--- config.mk ---
export PLATFORM = sky130hd
export DESIGN_NAME = activation_pipeline
export DESIGN_NICKNAME = d
export VERILOG_FILES = /design/src/rtl/activation_pipeline.sv
export SDC_FILE = /design/constraint.sdc
export NUM_CORES = 1
export LEC_CHECK = 0
export BUFFER_PORTS_ARGS = -buffer_cell sky130_fd_sc_hd__buf_2
export CAP_MARGIN = 15
export CORE_AREA = 4 4 134 136
export DETAILED_ROUTE_END_ITERATION = 6
export DIE_AREA = 0 0 138 140
export PLACE_DENSITY = 0.9
export SYNTH_ARGS = -nofsm -noshare
export SYNTH_HDL_FRONTEND = slang
export SYNTH_SLANG_ARGS = --single-unit
--- constraint.sdc ---
create_clock -name clk -period 12.2 [get_ports clk]
set_input_delay 1.22 -clock clk [delete_from_list [all_inputs] [get_ports clk]]
set_output_delay 1.22 -clock clk [all_outputs]
set_load 0.01 [all_outputs]
--- src/rtl/activation_pipeline.sv ---
// -----------------------------------------------------------------------------
// activation_pipeline
//
// Applies a per-beat activation to a packed vector of LANES independent signed
// lanes. There are two register stages with valid/ready handshaking: S1 captures
// the beat, and S2 holds the computed result. A saturating counter tallies the
// negative input elements of every accepted beat.
//
// Ports
//   clk        : single rising-edge clock
//   rst        : synchronous active-high reset
//   in_valid   : input beat valid
//   in_ready   : a beat is accepted when in_valid && in_ready
//   in_data    : LANES x WIDTH packed input, lane i at [i*WIDTH +: WIDTH]
//   in_mode    : 00 pass, 01 ReLU, 10 leaky (x >>> LEAK_SHIFT), 11 clamped ReLU
//   clip_val   : signed upper bound for mode 11 (a negative value means 0)
//   out_valid  : output beat valid
//   out_ready  : downstream accepts the beat
//   out_data   : LANES x WIDTH packed results, same lane layout as in_data
//   clr_stats  : synchronous clear of neg_count
//   neg_count  : saturating count of negative input elements
// -----------------------------------------------------------------------------
module activation_pipeline #(
  parameter int WIDTH      = 16,
  parameter int LANES      = 4,
  parameter int LEAK_SHIFT = 3,
  parameter int CNT_W      = 16
) (
  input  logic                   clk,
  input  logic                   rst,
  input  logic                   in_valid,
  output logic                   in_ready,
  input  logic [LANES*WIDTH-1:0] in_data,
  input  logic [1:0]             in_mode,
  input  logic [WIDTH-1:0]       clip_val,
  output logic                   out_valid,
  input  logic                   out_ready,
  output logic [LANES*WIDTH-1:0] out_data,
  input  logic                   clr_stats,
  output logic [CNT_W-1:0]       neg_count
);

  typedef enum logic [1:0] {
    MODE_PASS  = 2'b00,
    MODE_RELU  = 2'b01,
    MODE_LEAKY = 2'b10,
    MODE_CLAMP = 2'b11
  } mode_e;

  // Width of the per-beat negative-lane count, and of the saturation sum.
  // The sum is one bit wider than either operand so that overflow is visible.
  localparam int NW = $clog2(LANES + 1);
  localparam int SW = ((CNT_W > NW) ? CNT_W : NW) + 1;

  // Activation of one lane. The comparisons operate on signed values.
  function automatic logic [WIDTH-1:0] act_lane(
    input logic [WIDTH-1:0] x,
    input mode_e            mode,
    input logic [WIDTH-1:0] clip
  );
    logic signed [WIDTH-1:0] xs;
    logic signed [WIDTH-1:0] relu;
    logic signed [WIDTH-1:0] cap;
    xs   = signed'(x);
    relu = x[WIDTH-1] ? '0 : xs;
    cap  = clip[WIDTH-1] ? '0 : signed'(clip);
    case (mode)
      MODE_PASS:  act_lane = x;
      MODE_RELU:  act_lane = relu;
      MODE_LEAKY: act_lane = x[WIDTH-1] ? (xs >>> LEAK_SHIFT) : xs;
      MODE_CLAMP: act_lane = (relu > cap) ? cap : relu;
      default:    act_lane = x;
    endcase
  endfunction

  // Stage registers
  logic                   r_v1;
  logic [LANES*WIDTH-1:0] r_d1;
  mode_e                  r_m1;
  logic [WIDTH-1:0]       r_c1;
  logic                   r_v2;
  logic [LANES*WIDTH-1:0] r_d2;
  logic [CNT_W-1:0]       r_neg_count;

  // Handshake wires
  logic w_rdy2;
  logic w_rdy1;
  logic w_acc;

  // Datapath and statistics wires
  logic [LANES*WIDTH-1:0] w_result;
  logic [NW-1:0]          w_neg_lanes;
  logic [CNT_W-1:0]       w_cnt_base;
  logic [SW-1:0]          w_sum;
  logic [CNT_W-1:0]       w_cnt_sat;

  // Ready propagates backward: a stage can take new data if it is empty or
  // its contents leave this cycle. This collapses bubbles.
  assign w_rdy2   = !r_v2 || out_ready;
  assign w_rdy1   = !r_v1 || w_rdy2;
  // While in reset the pipeline is treated as empty, but nothing is accepted.
  assign in_ready = rst || w_rdy1;
  assign w_acc    = in_valid && w_rdy1 && !rst;

  // NOTE: always_comb outputs get a default before the loop so that no path
  // leaves them unassigned, which would otherwise infer latches.
  always_comb begin
    w_result = '0;
    for (int i = 0; i < LANES; i++) begin
      w_result[i*WIDTH +: WIDTH] = act_lane(r_d1[i*WIDTH +: WIDTH], r_m1, r_c1);
    end
  end

  // Count the sign bits of the incoming beat. A same-cycle clear drops the
  // old total, so the register then loads only this beat's count.
  always_comb begin
    w_neg_lanes = '0;
    for (int i = 0; i < LANES; i++) begin
      w_neg_lanes = w_neg_lanes + NW'(in_data[i*WIDTH + WIDTH - 1]);
    end
    w_cnt_base = clr_stats ? '0 : r_neg_count;
    w_sum      = SW'(w_cnt_base) + SW'(w_neg_lanes);
    w_cnt_sat  = (|w_sum[SW-1:CNT_W]) ? '1 : w_sum[CNT_W-1:0];
  end

  // NOTE: sequential state uses non-blocking assignments so that every
  // register samples the pre-edge values of the others.
  always_ff @(posedge clk) begin
    if (rst) begin
      r_v1 <= 1'b0;
    end else if (w_rdy1) begin
      r_v1 <= in_valid;
    end
  end

  // NOTE: the S1 payload carries no reset because r_v1 qualifies it; only
  // the control bits and the visible outputs need a known reset state.
  always_ff @(posedge clk) begin
    if (w_acc) begin
      r_d1 <= in_data;
      r_m1 <= mode_e'(in_mode);
      r_c1 <= clip_val;
    end
  end

  always_ff @(posedge clk) begin
    if (rst) begin
      r_v2 <= 1'b0;
      r_d2 <= '0;
    end else if (w_rdy2) begin
      r_v2 <= r_v1;
      if (r_v1) begin
        r_d2 <= w_result;
      end
    end
  end

  always_ff @(posedge clk) begin
    if (rst) begin
      r_neg_count <= '0;
    end else if (w_acc) begin
      r_neg_count <= w_cnt_sat;
    end else if (clr_stats) begin
      r_neg_count <= '0;
    end
  end

  assign out_valid = r_v2;
  assign out_data  = r_d2;
  assign neg_count = r_neg_count;

endmodule

==> flow_metrics.py <==
metrics = {
    "run_status": {
        "run_status": "finished, final reports clean",
    },
    "yosys": {
        "synth.ff_latch_count": 164,
        "avgSynthCellArea_um2": 9.13,
        "seq_area_frac_synth_pct": 41.0,
        "yosysTopAreaCell": "edfxtp_1",
        "post_synth_most_frequent_cells": "nand2_1 (96), nor2_1 (94), dfxtp_1 (82), edfxtp_1 (82), nor2b_1 (72)",
        "post_synth_num_cell_types": 81,
        "postSynthCellCount": 1097,
        "synth_ff_type": "edfxtp_1",
        "synthArstFlopShare_pct": 0,
        "syn_nets": 1228,
        "synth_edf_count": 82,
        "yosys.area.top_type_share_pct": 24.6,
        "synth_area_leaders": "edfxtp_1 (25%), dfxtp_1 (16%), ha_1 (5.1%)",
        "ys_warn_count": 0,
        "yosys.cell_count.top_type": "nand2_1",
        "post_syn_area_um2": 10000,
    },
    "critical_path": {
        "end_kind": "flop",
        "crit_path_start_kind": "flop",
        "crit_cells": 11,
        "crit_path_cell_trace": "buf_4, nor2b_1, inv_1, ha_1, nor2b_1, o311ai_1, a2111oi_0, a211oi_1, o2bb2ai_2, mux2i_1, a211oi_1",
        "slowest_stage": "o2bb2ai_2",
        "timing.reg2reg.worst_path_depth": 11,
        "worstPathRequired_ns": 12.54,
        "crit_buf_inv": 2,
        "timing_worst_setup_path_type": "flop to flop",
        "critical-path-max-stage-delay_ns": 0.86,
        "critical-path-top-delay-family": "compound AO/OA/AOI/OAI gates",
        "critPathArrivalTime_ns": 4.55,
        "path_max_fanout": 31,
    },
    "timing": {
        "setup_viol": 0,
        "rsz0062_at_grt": "false",
        "timing_worst_slew_pin_value_ns": 1.09,
        "max_clock_freq_mhz": 237,
        "timing.setup.tns_ns": 0,
        "report.final.hold_viol_count": 0,
        "drv_slew": 0,
        "finalClockSkew_ns": 0.0113,
        "worst_hold_slack_ns": 0.450,
        "period_share_pct": 34.6,
        "timing.max_slew.rel_slack_pct": 27.0,
        "final_period_minus_worst_setup_slack_ns": 4.22,
    },
    "power": {
        "p_leak_nw": 4.75,
        "vdd_ir_drop_max_mv": 0.105,
        "powerDensity_nw_per_um2": 119,
    },
    "floorplanning": {
        "starting_density_of_the_core_pct": 59.1,
        "std_cell_rows": 48,
        "pin_count": 169,
        "core_area_um2": 16900,
        "fp.dieW_um": 138,
        "die_area_um2": 19300,
        "die-height_um": 140,
    },
    "finish": {
        "areaGrowthSynthToFinish_pct": 15.0,
        "finish.cell_count_without_fillers": 1461,
        "stdcell_area_um2": 11500,
        "insertedDiodeCount": 0,
        "final_net_count": 1354,
        "fillerInstances": 1366,
        "final_layout_size_suffix_gt1_share_pct": 19.3,
    },
    "placed_design": {
        "hpwlAfterDp_um": 21600,
        "dpl_cell_area_um2": 10900,
        "routabilityCongestion": 0.971,
        "io_buffers": 168,
        "place.detailed.instances": 1427,
    },
    "drt": {
        "drcViolationCount": 0,
        "post_drt_via_cell_ratio": 6.56,
        "antenna_nets_post_route": 0,
        "wl_um": 30400,
        "drt_iter0_drc": 1410,
        "wire_per_inst_um": 20.8,
        "detail_route.first_pass.iterations": 6,
        "num_vias": 9577,
    },
    "global_routing": {
        "grt_pass1_wl_um": 47700,
        "grt_start_max_net_pins": 66,
        "grt_overflow_total": 0,
        "grt_antenna_before_repair": 0,
        "grt_pass1_vias": 8849,
        "grt_usage_pct": 30.5,
    },
    "clock_network": {
        "tritoncts": "done",
        "post_cts_resize_count": 0,
        "clk_path_buf_depth": 2,
        "clk_pin_slew_worst_paths_ns": 0.06,
        "cts_num_sinks": 164,
        "cts_hold_buf": 0,
        "cts.repair_timing.setup_buffer_count": 0,
        "tritoncts.num_buffers": 17,
        "clock_latency_ns": 0.43,
        "root_buffer": "clkbuf_16",
        "h_tree_lvl_count": 4,
    },
    "hold_path": {
        "min_path_cells": 2,
        "worstHoldPathType": "flop to flop",
    },
    "job": {
        "drv_cap": 0,
    },
}
[cells by family after synthesis]
kind of cell	Yosys count	share of synthesized area (%)
adder cells (fa/ha/maj)	45	5.82
multiplexers	23	2.31
XOR/XNOR	14	1.22
AND/OR/NAND/NOR	413	21.6
flip-flops	164	41.0
AO/OA/AOI/OAI	342	24.0
buffers and inverters	96	4.09
[final cells by class]
class                      count  area [µm²]  share of cell area [%]
tap                          225         282                    2.44
sequential                   164        4100                    35.6
multi-input combinational    837        5510                    47.9
inverter                      16        60.1                   0.521
clock inverter                10         100                   0.869
clock buffer                  22         465                    4.04
timing repair buffer         187         993                    8.63
[placed cells by master, fill, tap and decap left out, types with 18 or more instances in the layout]
cell type,synthesis,layout
edfxtp_1,82,82
nor2b_1,72,72
buf_2,8,169
ha_1,41,41
nand2_1,96,95
or3_1,19,19
a31oi_1,18,18
clkbuf_16,0,18
mux2i_1,22,22
a22oi_1,20,20
a221oi_1,22,22
nor2_1,94,92
o21ai_0,52,52
dfxtp_1,82,82
nand3_1,25,25
nand2b_1,31,31
a21oi_1,71,71
nor3_1,19,19
a21o_1,49,49
[state kept, by name (all words and copies together), names as in the netlist]
register / count
out_data: 64
r_c1: 16
neg_count: 16
r_d1: 64
r_m1: 2
r_v1: 1
out_valid: 1
[layer usage]
layer,track usage (%),vias up,wire [µm]
met3,6.45,134,3490
met4,15.5,0,1650
li1,-,4339,-
met2,46.2,676,13300
met1,41.6,4428,12000
met5,0,-,0
[path summary, 6_finish.rpt]
check / startpoint / end / slack [ns]
worst max-delay path: r_c1[15] / out_data[20] / 7.98
worst min-delay path: out_data[63] / out_data[63] / 0.45
worst max register to register: r_c1[15] / out_data[20] / 7.98
worst min register to register: out_data[63] / out_data[63] / 0.45
[through the flow]
step / power, mW / utilization, % / setup slack [ns]
CTS: 1.37 / 67.9 / 8.16
detailed placement: 0.860 / 64.5 / 8.25
finish: 1.37 / 68.0 / 7.98
floorplan: 0.787 / - / 6.44
global route: 1.43 / 68.0 / 7.80
global placement: 0.853 / 64.5 / 8.35
[power by group]
| part | switching (mW) | internal [mW] | total, mW |
|---|---|---|---|
| registers | 0.0237 | 0.607 | 0.631 |
| logic | 0.138 | 0.0881 | 0.226 |
| clock network | 0.222 | 0.295 | 0.517 |
[worst min-delay path: cells and delay by family, from the launching register on]
kind,cells,cell delay (ns)
flops,1,0.30
compound gates,1,0.05
simple gates,1,0.05
(Power assumes the default switching activity.)
